$ cat config.mk
export PLATFORM = sky130hd
export DESIGN_NAME = pwm_duty_meter
export DESIGN_NICKNAME = d
export VERILOG_FILES = /design/src/rtl/pwm_duty_meter.sv
export SDC_FILE = /design/constraint.sdc
export NUM_CORES = 1
export LEC_CHECK = 0
export ABC_AREA = 1
export ABC_CLOCK_PERIOD_IN_PS = 3000
export BUFFER_PORTS_ARGS = -buffer_cell sky130_fd_sc_hd__buf_4
export CAP_MARGIN = 10
export CORE_MARGIN = 5
export CORE_UTILIZATION = 56
export DETAILED_ROUTE_END_ITERATION = 8
export PLACE_DENSITY = 0.77
export SETUP_SLACK_MARGIN = 0.2
export SYNTH_ARGS = -nofsm -noshare
export SYNTH_HDL_FRONTEND = slang
export SYNTH_SLANG_ARGS = --single-unit
$ cat constraint.sdc
create_clock -name clk -period 3 [get_ports clk]
set_input_delay 0.15 -clock clk [delete_from_list [all_inputs] [get_ports clk]]
set_output_delay 0.15 -clock clk [all_outputs]
set_load 0.1 [all_outputs]
$ cat src/rtl/pwm_duty_meter.sv
// pwm_duty_meter
//   Measures the high time of each comparator output (joystick PWM) over a
//   fixed window of 2^PER_LOG2 enabled clock cycles. Each window's count is
//   scaled to WIDTH bits, with a full-high window saturating to full scale.
//   The result can optionally be smoothed by an exponential moving average.
//   A channel is flagged stuck once its comparator has been constant for
//   STUCK_WINDOWS consecutive windows.
//
// Ports
//   clk    system clock, rising edge
//   rst    synchronous active-high reset
//   en     measurement enable; low discards the partial window
//   comp   asynchronous comparator outputs, bit i = channel i
//   duty   duty results, channel i at [i*WIDTH +: WIDTH]
//   valid  one-cycle strobe, duty/stuck updated on this cycle
//   stuck  per-channel stuck flag
module pwm_duty_meter #(
    parameter int CHANNELS      = 2,
    parameter int WIDTH         = 7,
    parameter int PER_LOG2      = 10,
    parameter int AVG_SHIFT     = 0,
    parameter int STUCK_WINDOWS = 4
) (
    input  logic                      clk,
    input  logic                      rst,
    input  logic                      en,
    input  logic [CHANNELS-1:0]       comp,
    output logic [CHANNELS*WIDTH-1:0] duty,
    output logic                      valid,
    output logic [CHANNELS-1:0]       stuck
);

    localparam int AW   = WIDTH + AVG_SHIFT;
    localparam int SW   = $clog2(STUCK_WINDOWS + 1);
    localparam int DROP = PER_LOG2 - WIDTH;

    localparam logic [PER_LOG2:0] FULL      = (PER_LOG2+1)'(1) << PER_LOG2;
    localparam logic [WIDTH-1:0]  RAW_MAX   = '1;
    localparam logic [SW-1:0]     STUCK_MAX = SW'(STUCK_WINDOWS);

    logic [CHANNELS-1:0] comp_meta;
    logic [CHANNELS-1:0] comp_sync;
    logic [PER_LOG2-1:0] win;
    logic [PER_LOG2:0]   high_cnt  [CHANNELS];
    logic [AW-1:0]       acc       [CHANNELS];
    logic [SW-1:0]       stuck_cnt [CHANNELS];
    logic                primed;

    logic                      win_end;
    logic [PER_LOG2:0]         total      [CHANNELS];
    logic [WIDTH-1:0]          raw        [CHANNELS];
    logic [AW-1:0]             acc_next   [CHANNELS];
    logic [SW-1:0]             stuck_next [CHANNELS];
    logic [CHANNELS*WIDTH-1:0] duty_next;

    assign win_end = en && (win == '1);

    always_comb begin
        duty_next = '0;
        for (int i = 0; i < CHANNELS; i++) begin
            // The sample arriving on the closing cycle still belongs to this window.
            total[i] = high_cnt[i] + (PER_LOG2+1)'(comp_sync[i]);

            // A fully-high window would shift to 2^WIDTH and wrap to zero; clamp it.
            raw[i] = (total[i] == FULL) ? RAW_MAX : WIDTH'(total[i] >> DROP);

            // First window after reset seeds the average so it does not ramp up from zero.
            if (!primed) begin
                acc_next[i] = AW'(raw[i]) << AVG_SHIFT;
            end else begin
                acc_next[i] = AW'({1'b0, acc[i]} + (AW+1)'(raw[i])
                                  - (AW+1)'(acc[i] >> AVG_SHIFT));
            end
            duty_next[i*WIDTH +: WIDTH] = WIDTH'(acc_next[i] >> AVG_SHIFT);

            if ((total[i] == '0) || (total[i] == FULL)) begin
                stuck_next[i] = (stuck_cnt[i] == STUCK_MAX) ? STUCK_MAX
                                                            : stuck_cnt[i] + SW'(1);
            end else begin
                stuck_next[i] = '0;
            end
        end
    end

    always_ff @(posedge clk) begin
        if (rst) begin
            comp_meta <= '0;
            comp_sync <= '0;
            win       <= '0;
            valid     <= 1'b0;
            primed    <= 1'b0;
            duty      <= '0;
            stuck     <= '0;
            for (int i = 0; i < CHANNELS; i++) begin
                high_cnt[i]  <= '0;
                acc[i]       <= '0;
                stuck_cnt[i] <= '0;
            end
        end else begin
            comp_meta <= comp;
            comp_sync <= comp_meta;
            valid     <= win_end;
            if (!en) begin
                win <= '0;
                for (int i = 0; i < CHANNELS; i++) begin
                    high_cnt[i] <= '0;
                end
            end else if (win_end) begin
                win    <= '0;
                primed <= 1'b1;
                duty   <= duty_next;
                for (int i = 0; i < CHANNELS; i++) begin
                    high_cnt[i]  <= '0;
                    acc[i]       <= acc_next[i];
                    stuck_cnt[i] <= stuck_next[i];
                    stuck[i]     <= (stuck_next[i] == STUCK_MAX);
                end
            end else begin
                win <= win + PER_LOG2'(1);
                for (int i = 0; i < CHANNELS; i++) begin
                    high_cnt[i] <= total[i];
                end
            end
        end
    end

endmodule

==> reports/qor.log <==
[drt] DRC violations left 0
[finish] Core Util, Final 87.1%
[timing] Slew Limit Fails 0
[clock_network] clock tree sinks 70
[die] standard-cell row count 31
[finish] non-filler instance count after layout 782
[worst_setup_path] required time of the critical path 3.12 ns
[clock_network] clock latency at the later pin of the worst-skew pair 0.37 ns
[clock_network] maximum count of clock buffers along a single path 2
[drt] met3 wire length 772 um
[die] die boundary height 97.1 um
[power_and_ir_drop] overall power of the completed layout 2.57 mW
[synth] number of flops mapped to enable cells by yosys 38
[synth] number of warnings printed during yosys synthesis 0
[timing] Max Fclk 283 MHz
[timing] final worst path period need 3.53 ns
[synth] cell taking the most area after synthesis edfxtp_1
[clock_network] TritonCTS clock tree built
[timing] Max-slew headroom 42.9%
[placement] dpl cells 716
[synth] number of distinct standard cells referenced by the synthesized netlist 31
[clock_network] Clock transition at path regs 0.09 ns
[drt] 1st-iter DRT viols 334
[finish] layout overhead on the synthesized area 50.2%
[worst_setup_path] start of the worst register-to-register path high_cnt[0][0]
[finish] n_diodes 0
[power_and_ir_drop] peak supply drop 0.000342 V
[finish] area occupied by multi-input gates 0.00289 mm2
[worst_setup_path] Critical Path Sink Type flip-flop
[worst_setup_path] worst flop-to-flop path endpoint acc[0][3]
[synth] flip-flop and latch count after synthesis 70
[worst_hold_path] hold worst-path end comp_meta[0]
[synth] ranking of synthesized cells by instance count nand2_1, inv_1, nor2_1
[synth] portion of synthesized cell area occupied by the leading cell type 26.9%
[clock_network] library cell used as clock root buffer clkbuf_8
[worst_hold_path] Tightest Hold Check Type in -> reg
[timing] Slew @ Worst Pin 0.855 ns
[worst_setup_path] startpoint type of the worst setup path flip-flop
[global_route] initial antenna violation count 0
[status] violations in the final reports setup timing
[timing] smallest setup slack after layout -0.532 ns
[worst_hold_path] number of cells on the worst hold path 2
[run] maximum capacitance violations 0
[die] core outline area 0.00733 mm2
[worst_setup_path] CP startpoint high_cnt[0][0]
[timing] Final TNS setup -5.98 ns
[drt] highest metal layer with signal wires met4
[worst_setup_path] worst reg-to-reg setup slack -0.53 ns
[drt] Routed WL per cell 18.7 um
[power_and_ir_drop] power density cells 402 mW/mm2
[global_route] Global Route Usage Sum 25.4%
[timing] ratio of final minimum period to clock period 118%
[worst_setup_path] Worst Setup Path Type reg -> reg
[drt] number of vias in the routed layout 4381
[worst_hold_path] launch instance of the worst min-delay path rst
[die] Total Die Area 0.00943 mm2
[timing] worst hold-check slack 0.00797 ns
[synth] proportion of synthesized chip area in sequential cells 41.9%
[drt] Detail Route Antenna Nets 0
[finish] FF+latch area 0.00178 mm2
[timing] setup repair after global routing missed its margin true
[worst_setup_path] arrival time reported for the critical path endpoint 3.65 ns
[finish] final net count 722
[placement] I/O Buffers 21
[synth] combined area of all synthesized cells 0.00425 mm2
[synth] synthesized instance count 532
[die] die width 97.1 um
[placement] GP Congestion 0.838
[worst_setup_path] depth of the worst register-to-register path 19
[drt] routed metal-1 wirelength 5170 um
[synth] top post-synthesis cells by area edfxtp_1, dfxtp_1, nand2_1
[placement] estimated wirelength of the detail-placed design 6930 um
[drt] total wirelength of the detailed-routed design 14600 um
[timing] final count of hold timing violations 0
[power_and_ir_drop] Pleak 3.03 nW
[drt] met2 wire length 7710 um
[clock_network] number of levels in the clock H-tree 3
[global_route] largest net degree at the start of global routing 24
[global_route] residual overflow from global routing 0
[status] run status complete, but fails checks
[timing] # setup viols final 18
[synth] Main synth FF type edfxtp_1
[die] initial standard-cell utilization of the core 58.0%
[synth] mean instance size in the synthesized netlist 7.99 um2
[finish] final instance area 0.00638 mm2
[drt] via count normalized by instance count 5.60
[global_route] vias in the first global route 4413
[synth] Post-synth ARST share 0%
[timing] Fin Clk Skew 0.0143 ns
[placement] worst-case setup slack after placement -0.369 ns
[worst_setup_path] top fanout value on the critical path 5
[clock_network] number of buffers added by the clock tree synthesis step 9
[placement] instance area after placement 0.00520 mm2
[finish] fraction of final layout cells sized beyond drive strength 1 40.1%
[die] I/O pin total 22
[synth] most numerous cell in the Yosys netlist nand2_1
[drt] Initial DRT Pass Iterations 5
[finish] count of fill cells added during filler insertion 316
[global_route] global-route wire length before repair 19500 um
[cell type report]
| type | instances | share of cell area [%] |
|---|---|---|
| Multi-Input combinational cell | 389 | 45.3 |
| Sequential cell | 70 | 27.9 |
| Inverter | 87 | 5.12 |
| Clock inverter | 6 | 1.33 |
| Tap cell | 99 | 1.94 |
| Clock buffer | 10 | 2.16 |
| Timing Repair Buffer | 121 | 16.2 |
[sequential cells by signal (all words and copies together) (netlist names)]
signal	count
acc	10
comp_meta	2
comp_sync	2
duty	14
high_cnt	22
primed	1
stuck	2
stuck_cnt	6
valid	1
win	10
[per-layer routing]
| metal | track usage, % | vias up |
|---|---|---|
| met3 | 5.03 | 94 |
| met5 | 0 | - |
| met2 | 48.1 | 194 |
| met4 | 14.6 | 0 |
| li1 | - | 1950 |
| met1 | 25.5 | 2143 |
[critical path, stage by stage, from the launching register on]
cell	delay (ns)
edfxtp_1	0.40
ha_4	0.17
ha_4	0.18
nand3_4	0.10
nor2_4	0.16
nand3_2	0.09
nand2_2	0.11
nand2_2	0.08
nor2_4	0.16
nand2_4	0.12
nand2_4	0.09
ha_4	0.21
xor2_4	0.19
fa_2	0.39
buf_6	0.13
buf_6	0.11
xnor2_2	0.21
a21oi_1	0.12
o21ai_1	0.17
inv_1	0.07
[cells in the final DEF (no fill, tap or decap), types with 9 or more instances in the layout]
| master | n |
|---|---|
| a21oi_1 | 12 |
| nand3_2 | 9 |
| nor2_1 | 51 |
| nand2_4 | 12 |
| nand3_1 | 22 |
| dfxtp_1 | 31 |
| inv_2 | 9 |
| nand2_1 | 92 |
| o21ai_1 | 10 |
| nor2_4 | 9 |
| buf_6 | 32 |
| ha_1 | 16 |
| nand4_1 | 11 |
| nor2_2 | 9 |
| buf_4 | 87 |
| clkbuf_8 | 10 |
| edfxtp_1 | 38 |
| conb_1 | 22 |
| nand2_2 | 36 |
| ha_4 | 20 |
| inv_1 | 78 |
[worst max-delay path by stage]
stage	depth (start not counted)	slack [ns]	endpoint
CTS	24	-0.22	duty[6]
detailed placement	22	-0.37	acc[0][5]
global route	17	-0.64	acc[0][3]
finish	19	-0.53	acc[0][3]
floorplan	22	-0.09	acc[0][5]
global placement	21	-0.15	acc[0][5]
[power breakdown]
part           switching [mW]  internal (mW)  total [mW]
logic                   0.307          0.298       0.604
registers              0.0350           1.04        1.07
clock network           0.400          0.488       0.888
[kinds of logic (layout without fill, tap and decap cells)]
| logic type | count (synthesis) | count (layout) | synth area share [%] |
|---|---|---|---|
| other cells | 1 | 22 | 0.0883 |
| compound gates | 39 | 39 | 4.92 |
| fa+ha+maj | 39 | 39 | 11.8 |
| simple gates | 267 | 267 | 28.2 |
| flops | 70 | 70 | 41.9 |
| buf+inv | 94 | 224 | 8.45 |
| xor+xnor | 22 | 22 | 4.53 |
[repair_timing]
| action | CTS | global route |
|---|---|---|
| setup endpoints to repair | 18 | 21 |
| hold buffers | 2 | 0 |
| hold endpoints to repair | 2 | 0 |
| pin swaps | 29 | 35 |
| gates cloned | 0 | 0 |
| resized for setup | 54 | 80 |
| buffers inserted | 35 | 13 |
No activity file was read; power rests on OpenSTA's default activity.
